File: config.mk
export PLATFORM = sky130hd
export DESIGN_NAME = thread_regfile
export DESIGN_NICKNAME = d
export VERILOG_FILES = /design/src/rtl/gpu_pkg.sv /design/src/rtl/thread_regfile.sv
export SDC_FILE = /design/constraint.sdc
export NUM_CORES = 1
export LEC_CHECK = 0
export ABC_AREA = 1
export CAP_MARGIN = 20
export CORE_MARGIN = 2
export CORE_UTILIZATION = 45
export DETAILED_ROUTE_END_ITERATION = 7
export HOLD_SLACK_MARGIN = 0.15
export SLEW_MARGIN = 20
export SYNTH_ARGS = -nofsm -noshare
export SYNTH_HDL_FRONTEND = slang
export SYNTH_SLANG_ARGS = --single-unit
File: constraint.sdc
create_clock -name clk -period 7 [get_ports clk]
set_input_delay 1.4 -clock clk [delete_from_list [all_inputs] [get_ports clk]]
set_output_delay 1.4 -clock clk [all_outputs]
set_load 0.01 [all_outputs]
File: src/rtl/gpu_pkg.sv
// Shared encodings for the GPU core: core FSM states, writeback source
// selects and the register-file layout (13 GPRs plus 3 read-only specials).
package gpu_pkg;

  typedef enum logic [2:0] {
    CORE_IDLE    = 3'b000,
    CORE_FETCH   = 3'b001,
    CORE_DECODE  = 3'b010,
    CORE_REQUEST = 3'b011,
    CORE_WAIT    = 3'b100,
    CORE_EXECUTE = 3'b101,
    CORE_UPDATE  = 3'b110,
    CORE_DONE    = 3'b111
  } core_state_t;

  // Writeback source select; 2'b11 is reserved and never writes.
  localparam logic [1:0] MUX_ARITH = 2'b00;
  localparam logic [1:0] MUX_MEM   = 2'b01;
  localparam logic [1:0] MUX_CONST = 2'b10;

  localparam logic [3:0] REG_BLOCK_ID  = 4'd13;
  localparam logic [3:0] REG_BLOCK_DIM = 4'd14;
  localparam logic [3:0] REG_THREAD_ID = 4'd15;

  localparam int NUM_GPRS = 13;

endpackage

File: src/rtl/thread_regfile.sv
// Per-thread register file: registered rs/rt operand reads in REQUEST,
// writeback of ALU/LSU/immediate results and NZP flag capture in UPDATE.
// r13..r15 are read-only specials (block id, block dim, thread id).
module thread_regfile #(
  parameter int DATA_BITS         = 16,
  parameter int THREADS_PER_BLOCK = 4,
  parameter int THREAD_ID         = 0
) (
  input  logic                 clk,
  input  logic                 reset,
  input  logic                 enable,
  input  logic [7:0]           block_id,
  input  logic [2:0]           core_state,
  input  logic [3:0]           decoded_rd_address,
  input  logic [3:0]           decoded_rs_address,
  input  logic [3:0]           decoded_rt_address,
  input  logic                 decoded_reg_write_enable,
  input  logic [1:0]           decoded_reg_input_mux,
  input  logic [7:0]           decoded_immediate,
  input  logic                 decoded_nzp_write_enable,
  input  logic [DATA_BITS-1:0] alu_out,
  input  logic [DATA_BITS-1:0] lsu_out,
  output logic [DATA_BITS-1:0] rs,
  output logic [DATA_BITS-1:0] rt,
  output logic [2:0]           nzp
);

  import gpu_pkg::*;

  logic [DATA_BITS-1:0] regs [NUM_GPRS];

  logic [DATA_BITS-1:0] wr_data;
  logic                 wr_valid;
  logic                 wr_fire;
  logic                 nzp_fire;
  logic                 in_request;

  // Shared operand read mux; block_id is taken live so it is never stale.
  function automatic logic [DATA_BITS-1:0] read_reg(input logic [3:0] addr);
    logic [DATA_BITS-1:0] val;
    case (addr)
      REG_BLOCK_ID:  val = DATA_BITS'(block_id);
      REG_BLOCK_DIM: val = DATA_BITS'(THREADS_PER_BLOCK);
      REG_THREAD_ID: val = DATA_BITS'(THREAD_ID);
      default:       val = regs[addr];
    endcase
    return val;
  endfunction

  // Select the writeback value; the reserved mux code suppresses the write.
  always_comb begin
    wr_data  = '0;
    wr_valid = 1'b0;
    case (decoded_reg_input_mux)
      MUX_ARITH: begin
        wr_data  = alu_out;
        wr_valid = 1'b1;
      end
      MUX_MEM: begin
        wr_data  = lsu_out;
        wr_valid = 1'b1;
      end
      MUX_CONST: begin
        wr_data  = DATA_BITS'(decoded_immediate);
        wr_valid = 1'b1;
      end
      default: begin
        wr_data  = '0;
        wr_valid = 1'b0;
      end
    endcase
  end

  // Qualify reads and writes by core state; writes to r13..r15 are dropped.
  always_comb begin
    in_request = enable && (core_state == CORE_REQUEST);
    if (enable && (core_state == CORE_UPDATE)) begin
      wr_fire  = decoded_reg_write_enable && wr_valid &&
                 (decoded_rd_address < 4'(NUM_GPRS));
      nzp_fire = decoded_nzp_write_enable;
    end else begin
      wr_fire  = 1'b0;
      nzp_fire = 1'b0;
    end
  end

  // Register state: synchronous reset wins over everything, else hold unless fired.
  always_ff @(posedge clk) begin
    if (reset) begin
      for (int i = 0; i < NUM_GPRS; i++) begin
        regs[i] <= '0;
      end
      rs  <= '0;
      rt  <= '0;
      nzp <= 3'b000;
    end else begin
      if (in_request) begin
        rs <= read_reg(decoded_rs_address);
        rt <= read_reg(decoded_rt_address);
      end
      if (wr_fire) begin
        regs[decoded_rd_address] <= wr_data;
      end
      if (nzp_fire) begin
        nzp <= alu_out[2:0];
      end
    end
  end

endmodule

After elaboration in Yosys (flattened, before gate mapping)
Memory sizes are Yosys's and may differ from the RTL's.
Cells that the tools add are included.
Widths: inputs -> output; s select.
{"block": "totals", "out_inout_bits": 35, "input_bits": 70, "reg_bits": 35, "mem_bits_rw": 208, "memories": 1}
{"name": "regs", "words": 13, "width": 16, "read_ports": 2, "rd_ports_with_merged_regs": 0, "write_ports": 13, "line_no": "thread_regfile.sv:30", "rtl": "logic [DATA_BITS-1:0] regs [NUM_GPRS];"}
{"block": "op_classes", "eq_ne": 10, "reduce_logical": 7, "muxes": 14, "n_lt_le_gt_ge": 1}
{"operator": "$pmux 16 s3", "n": 3}
{"operator": "$eq 4x4->1 const B", "n": 6}
{"operator": "$mux 16", "n": 1}
{"operator": "$reduce_or 16->1", "n": 1}
{"operator": "$mux 1", "n": 9}
{"operator": "$logic_and 1x1->1", "n": 4}
{"operator": "$lt 4x4->1 const B", "n": 1}
{"operator": "$mux 4", "n": 1}
{"operator": "$eq 3x2->1 const B", "n": 1}
{"operator": "$eq 3x3->1 const B", "n": 1}
{"operator": "$reduce_or 3->1", "n": 1}
{"operator": "$eq 2x1->1 const B", "n": 1}
{"operator": "$eq 2x2->1 const B", "n": 1}
{"operator": "$logic_not 2->1", "n": 1}

Depth between registers and ports, before layout
{"block": "logic_depth", "word_depth": 11, "mapped_depth": 13, "ltp_nobuf": 11}

Worst setup path after synthesis
Ideal clock, no wire load.
{"block": "synth_path", "path_type": "input-to-reg", "startpoint": "input port reset", "endpoint": "memory regs[0][0], enable pin", "n_path_buf": 2, "t_arrival_ns": 2.846, "setup_ns": 0.372, "slack_ns": 3.783, "t_required_ns": 6.628, "cell_stages": 9, "path_cell_list": "buf_6 inv_2 nand2_1 a21oi_2 nand3_2 nor3_4 nand2_2 buf_6 nand2_1"}
{"element": "start, declared", "line_no": "thread_regfile.sv:10", "rtl": "input logic reset,"}
{"element": "end, declared", "line_no": "thread_regfile.sv:30"}

==> impl.org <==
** Outcome
- Run status :: finished clean

** Timing
- In this run the tightest slew margin relative to its limit is 0.208.
- Subtracting the final worst setup slack from the clock period gives 4320 ps.
- Period Utilization, post-route :: 0.618
- Unrepaired setup endpoints after global routing :: false
- Setup violations remaining at the end of the flow were counted as 0.
- Slew of the pin with the lowest slew margin :: 1190 ps
- The clock arrives with 21.4 ps of skew.
- Max Clock Freq :: 231 MHz
- The count of final max-slew check failures is 0.
- Final WS setup :: 2680 ps
- The hold violation total from the final report came to 0.
- Adding up every negative setup slack in the final design gives 0 ps.

** Critical path
- The worst setup path is of the in2reg kind.
- The startpoint identified for the worst register-to-register timing path is regs[9][8].
- Worst-path maximum fanout :: 36
- Critical path required time :: 7170 ps
- The critical path starts at reset.
- The number of cells on the worst reg-to-reg path is 10.
- Data arrives at the worst endpoint at 4500 ps.
- In this run the register-to-register setup slack is 5480 ps.
- Category of the worst setup path launch point :: input port
- The worst register-to-register path ends at rt[8].
- STA classifies the critical path endpoint as a register.
- The most critical setup path has its endpoint at regs[7][12].

** Floorplan
- Die area :: 38800 um^2
- The core region is 36600 um^2.
- Die span in x :: 197 um
- Height of the die :: 197 um
- Site Rows :: 70
- Ports placed on the boundary :: 105
- Initial Util :: 0.458

** Logic synthesis
- After synthesis, the mean cell area works out to 7.18 um^2.
- Sequential share of the synthesized area :: 0.500
- Counting every instance in the synthesized netlist gives 2335.
- Of the post-synthesis cell area, the dominant cell type holds 0.459.
- Of all flip-flops after synthesis, the portion carrying an async set or reset was 0.
- Measured against the total synthesized area, the mux share comes to 0.000597.
- Of the total synthesized cell area, the portion taken by full adders, half adders and majority gates is 0.
- Counting flops with a built-in enable in the synthesized netlist gives 256.
- Total standard cell area after synthesis :: 16800 um^2
- Yosys warning total :: 0
- Number of synthesized register bits :: 291
- Synthesized-area fraction occupied by ao, oa, aoi and oai cells :: 0.0283
- Count of different cell masters after synthesis :: 31
- After synthesis, the largest family of logic cells by area is simple AND/OR/NAND/NOR gates.
- sky130_fd_sc_hd__nand2_1 is the most common cell in the netlist.
- Top post-synthesis cells by area :: sky130_fd_sc_hd__edfxtp_1, sky130_fd_sc_hd__nand2_1, sky130_fd_sc_hd__inv_1
- Of the total synthesized cell area, the portion taken by AND, OR, NAND and NOR gates is 0.361.
- In the synthesized netlist the dominant register cell turns out to be sky130_fd_sc_hd__edfxtp_1.
- Synthesized-area fraction occupied by xor and xnor cells :: 0
- Cell accounting for the most synthesized area :: sky130_fd_sc_hd__edfxtp_1
- Commonest cells in the synthesized netlist :: sky130_fd_sc_hd__nand2_1, sky130_fd_sc_hd__inv_1, sky130_fd_sc_hd__nor2_1

** Drt
- The routed layout has 15500 vias.
- For this run, design rule violations remaining after detail routing come to 0.
- The count of nets left with antenna violations once routing finished came out at 0.
- Vias per cell :: 5.33
- The first routing iteration left 1924 violations.
- Final WL :: 60800 um
- The pre-antenna-repair detailed-routing pass consisted of 6 iterations.
- After detailed routing, the average wire length per cell comes to 21.0 um.

** Clocking
- Number of buffers added to fix hold violations after cts :: 0
- No sink is reached through more buffers than the 3 on the longest clock path.
- Root buffer cell :: sky130_fd_sc_hd__clkbuf_16
- The number of clock buffers added by TritonCTS is 34.
- In this run the number of H-tree levels came out at 2.
- Clk pin slew, worst setup/hold paths :: 60 ps
- At the later pin of the worst-skew pair, clock insertion delay measures 550 ps.
- In this run, post-CTS repair resized a total of 0 instances.
- TritonCTS built the clock tree.
- # clock sinks :: 291
- Post-CTS setup buffers :: 0

** Global routing
- For this run, the total global-route usage over all layers was measured as 0.316.
- Total gr overflow :: 0
- Via count of the first global-routing pass :: 14300
- The number of antenna violations at the first check in global routing came to 0.
- Global-route wire length before repair :: 89100 um
- Entering global routing, the biggest net connects 104 pins.

** Worst hold path
- Kind of path behind the tightest hold check :: reg2reg
- Hold Crit Depth :: 2

** Flow run
- MaxCap Viol Count :: 0

** Layout
- 0 antenna diodes ended up in the layout.
- Area overhead of the layout relative to synthesis :: 15.4%
- Nets :: 2475
- Share of cells above drive strength 1 :: 0.0436

** Power and ir drop
- Static leakage :: 9.18 nW
- Maximum vdd ir drop :: 0.190 mV
- Dividing total power by cell area gives a power density of 237 nW/um^2.

** Place
- Post-Place Setup Slack :: 2180 ps
- The HPWL after detailed placement is 40300 um.
- Number of buffer cells added on primary ports :: 104
- The congestion estimate from routability-driven global placement came to 0.927.
flip-flops by register name, summed over array words and instances (netlist names):
register / count
regs: 256
nzp: 3
rs: 16
rt: 16
how the worst min path moves through the flow:
stage,startpoint,end,slack (ps)
floorplan,nzp[2],nzp[2],480
global placement,nzp[2],nzp[2],460
detailed placement,rt[11],rt[11],460
CTS,rt[11],rt[11],470
global route,rs[10],rs[10],490
finish,nzp[2],nzp[2],470
worst max-delay path: stages:
cell                              delay [ps]
sky130_fd_sc_hd__clkdlybuf4s50_1         440
sky130_fd_sc_hd__buf_4                   270
sky130_fd_sc_hd__inv_2                   390
sky130_fd_sc_hd__nand2_1                 120
sky130_fd_sc_hd__a21oi_2                 170
sky130_fd_sc_hd__nand3_2                 210
sky130_fd_sc_hd__nor3_4                  390
sky130_fd_sc_hd__nand2_2                 350
sky130_fd_sc_hd__nand2_1                 720
through the flow:
stage               power [mW]   util  cells  hold slack [ps]  cell area, um^2
global placement          2.70  0.496   2837              456            18200
finish                    4.59  0.528   2898              466            19300
floorplan                 2.42      -   2382              481            16900
CTS                       4.59  0.528   2898              465            19300
detailed placement        2.70  0.496   2837              456            18200
global route              4.73  0.528   2898              488            19300
cell usage in the layout (no fill, tap or decap), types with 4 or more instances in the layout:
cell type and instances:
sky130_fd_sc_hd__nor3_4 5, sky130_fd_sc_hd__clkbuf_1 4, sky130_fd_sc_hd__nand2_2 14, sky130_fd_sc_hd__clkinv_2 5, sky130_fd_sc_hd__nand3_1 218, sky130_fd_sc_hd__o21ai_0 7, sky130_fd_sc_hd__o22ai_1 8, sky130_fd_sc_hd__buf_4 17
sky130_fd_sc_hd__clkdlybuf4s50_1 100, sky130_fd_sc_hd__dfxtp_1 35, sky130_fd_sc_hd__a21oi_1 39, sky130_fd_sc_hd__clkbuf_16 35, sky130_fd_sc_hd__clkinv_1 11, sky130_fd_sc_hd__inv_1 315, sky130_fd_sc_hd__nor2_1 261, sky130_fd_sc_hd__conb_1 48
sky130_fd_sc_hd__a221oi_4 5, sky130_fd_sc_hd__bufinv_16 7, sky130_fd_sc_hd__nand2_1 1003, sky130_fd_sc_hd__a22oi_1 14, sky130_fd_sc_hd__edfxtp_1 256
final cells by class:
class	instances	area (um^2)
Fill cell	3632	17300
Inverter	324	1220
Clock buffer	39	891
Multi-Input combinational cell	1634	6810
Clock inverter	22	288
Tap cell	468	586
Sequential cell	291	8390
Timing Repair Buffer	120	1160
cell families (layout without fill, tap and decap cells):
| kind of cell | after synthesis | count (layout) |
|---|---|---|
| buf+inv | 457 | 505 |
| compound gates | 77 | 77 |
| flops | 291 | 291 |
| simple gates | 1508 | 1508 |
| other cells | 1 | 48 |
| mux | 1 | 1 |
routing by layer:
metal,wire length (um),vias to the layer above,track usage,share of wire
li1,-,7282,-,-
met5,0,-,0,0
met3,7010,131,0.0647,0.12
met1,26100,7149,0.456,0.43
met4,2540,0,0.136,0.042
met2,25100,895,0.459,0.41
power breakdown:
group	switching, mW	total [mW]	internal (mW)
Combinational	0.462	0.639	0.177
Sequential	0.0634	2.05	1.99
Clock	0.731	1.90	1.17
No activity file was read; power rests on OpenSTA's default activity.
==> edit (same settings) <==
Register the input `lsu_out` before use, with the module's reset. The logic sees it one clock later. The other inputs are not delayed to match.
--- a/src/rtl/thread_regfile.sv
+++ b/src/rtl/thread_regfile.sv
@@ -26,6 +26,16 @@
 );
 
   import gpu_pkg::*;
+
+  logic [DATA_BITS-1:0] lsu_out_q;
+
+  always_ff @(posedge clk) begin
+    if (reset) begin
+      lsu_out_q <= '0;
+    end else begin
+      lsu_out_q <= lsu_out;
+    end
+  end
 
   logic [DATA_BITS-1:0] regs [NUM_GPRS];
 
@@ -57,7 +67,7 @@
         wr_valid = 1'b1;
       end
       MUX_MEM: begin
-        wr_data  = lsu_out;
+        wr_data  = lsu_out_q;
         wr_valid = 1'b1;
       end
       MUX_CONST: begin
Behaviour: not the same (Yosys sat finds a counterexample within 4 cycles, from zero or initial values and one cycle with reset high).
==> edit against the original RTL <==
- sequential cell count up 16
- worst hold slack better by 0.0054 ns
- setup slack better by 0.30 ns
- cell area down 0.96%
- synthesized cell count down 2.2%
- critical path depth up 1
- core utilization down 0.38 points
- total power down 3.6%
- highest routed layer unchanged
- global-route usage up 0.73 points
- register-to-register slack worse by 0.43 ns
- synthesized area down 0.59%
- count of clock-buffer cells in the layout up 17
- wire length up 1.8%
==> edit: results (changes against the original RTL) <==
<table>
<tr><th>Metric</th><th>Value</th></tr>
<tr><th colspan="2">Status</th></tr>
<tr><td>Outcome</td><td>completed (unchanged)</td></tr>
<tr><th colspan="2">GRT</th></tr>
<tr><td>Pin count of the biggest net entering global routing</td><td>93 (was 104)</td></tr>
<tr><td>Tot GR Track Use</td><td>0.323 (was 0.316)</td></tr>
<tr><td>First-pass GRT wire length</td><td>91200 µm (was 89100 µm)</td></tr>
<tr><td>Number of global-route vias before repair</td><td>14400 (was 14300)</td></tr>
<tr><td>Number of antenna violations at the first check in global routing</td><td>1 (was 0)</td></tr>
<tr><th colspan="2">Place</th></tr>
<tr><td>Pre-CTS setup slack</td><td>2.48 ns (was 2.18 ns)</td></tr>
<tr><td>HPWL after DPL</td><td>40800 µm (was 40300 µm)</td></tr>
<tr><td>Final Wtd Congestion</td><td>0.968 (was 0.927)</td></tr>
<tr><th colspan="2">Logic synthesis</th></tr>
<tr><td>Post-synthesis sequential area ratio</td><td>0.523 (was 0.500)</td></tr>
<tr><td>Leading cell types by count after synthesis</td><td>nand2_1, nor2_1, edfxtp_1, inv_1, nand3_1 (was nand2_1, inv_1, nor2_1, edfxtp_1, nand3_1)</td></tr>
<tr><td>Leading post-synthesis cells by cell area</td><td>edfxtp_1, nand2_1, nor2_1 (was edfxtp_1, nand2_1, inv_1)</td></tr>
<tr><td>Count of distinct cell types in the synthesized netlist</td><td>27 (was 31)</td></tr>
<tr><th colspan="2">Setup path</th></tr>
<tr><td>Biggest fanout along the worst timing path</td><td>59 (was 36)</td></tr>
<tr><td>Worst r2r src</td><td>lsu_out_q[3]$_SDFF_PP0_ (was regs[9][8]$_SDFFCE_PN0P_)</td></tr>
<tr><td>Worst reg2reg setup slack</td><td>5.05 ns (was 5.48 ns)</td></tr>
<tr><td>Critical Path Start</td><td>decoded_rs_address[0] (was reset)</td></tr>
<tr><td>Arrival time at the worst endpoint</td><td>4.45 ns (was 4.50 ns)</td></tr>
<tr><th colspan="2">CTS</th></tr>
<tr><td>Number of buffers added by the clock tree synthesis step</td><td>36 (was 34)</td></tr>
<tr><td>Max clock buf depth</td><td>3 (unchanged)</td></tr>
<tr><th colspan="2">Power and ir drop</th></tr>
<tr><td>Total internal power</td><td>3.25 mW (was 3.33 mW)</td></tr>
<tr><th colspan="2">Routing</th></tr>
<tr><td>Via Count</td><td>15600 (was 15500)</td></tr>
<tr><td>Routed Wire Length</td><td>61900 µm (was 60800 µm)</td></tr>
<tr><th colspan="2">Finish</th></tr>
<tr><td>Layout Nets</td><td>2430 (was 2475)</td></tr>
<tr><th colspan="2">Timing</th></tr>
<tr><td>Worst-case setup margin in the final layout</td><td>2.97 ns (was 2.68 ns)</td></tr>
<tr><td>Relative slew margins</td><td>0.230 (was 0.208)</td></tr>
</table>
## edit: layout make-up
cell class | instances | area [µm²]
timing repair buffer | 121 | 1150
inverter | 143 | 539
clock inverter | 7 | 67.6
sequential | 307 | 8710
fill | 3588 | 17400
tap | 468 | 586
multi-input combinational | 1751 | 7040
clock buffer | 56 | 1060
## edit: metal layers
layer  track usage  routed length [µm]
met1         0.462               26000
met2         0.481               26300
met3        0.0616                6910
met4         0.137                2650
met5             0                   0
## edit: metrics by stage
stage | util | hold slack, ns | std cells | cell area, µm²
final | 0.524 | 0.471 | 2853 | 19200
after global routing | 0.524 | 0.491 | 2853 | 19200
after CTS | 0.524 | 0.474 | 2853 | 19200
after detailed placement | 0.494 | 0.465 | 2790 | 18000
after global placement | 0.494 | 0.458 | 2790 | 18000
after floorplan | - | 0.480 | 2331 | 16800
## edit: final timing paths
| check | cells past startpoint | endpoint |
|---|---|---|
| min | 2 | rt[14]$_SDFFE_PP0P_ |
| max reg2reg | 4 | regs[1][3]$_SDFFCE_PN0P_ |
| max | 10 | rs[3]$_SDFFE_PP0P_ |
| min reg2reg | 2 | rt[14]$_SDFFE_PP0P_ |
## edit: critical path, cell delays in order
cell and delay (ns):
buf_4 0.46, clkinv_2 0.91, nand2_1 0.79, nor2_1 0.09, nor2_1 0.17, nand3_1 0.14, nand3_1 0.14, nand2_1 0.08
nand2_1 0.07, a21oi_1 0.07
## edit: logic make-up after synthesis
family                 after synthesis  share of synthesized area
and+or+nand+nor                   1626                      0.381
DFF                                307                      0.523
buffers and inverters              273                     0.0679
AOI/OAI and AO/OA                   75                     0.0271
muxes                                2                    0.00120
other                                1                   0.000225
## edit: power groups by stage
stage	registers [mW]	clock network (mW)	logic [mW]
floorplan	2.10	0	0.285
CTS	2.07	1.85	0.502
global route	2.08	1.92	0.551
finish	2.08	1.84	0.512
global placement	2.11	0	0.499
detailed placement	2.11	0	0.499
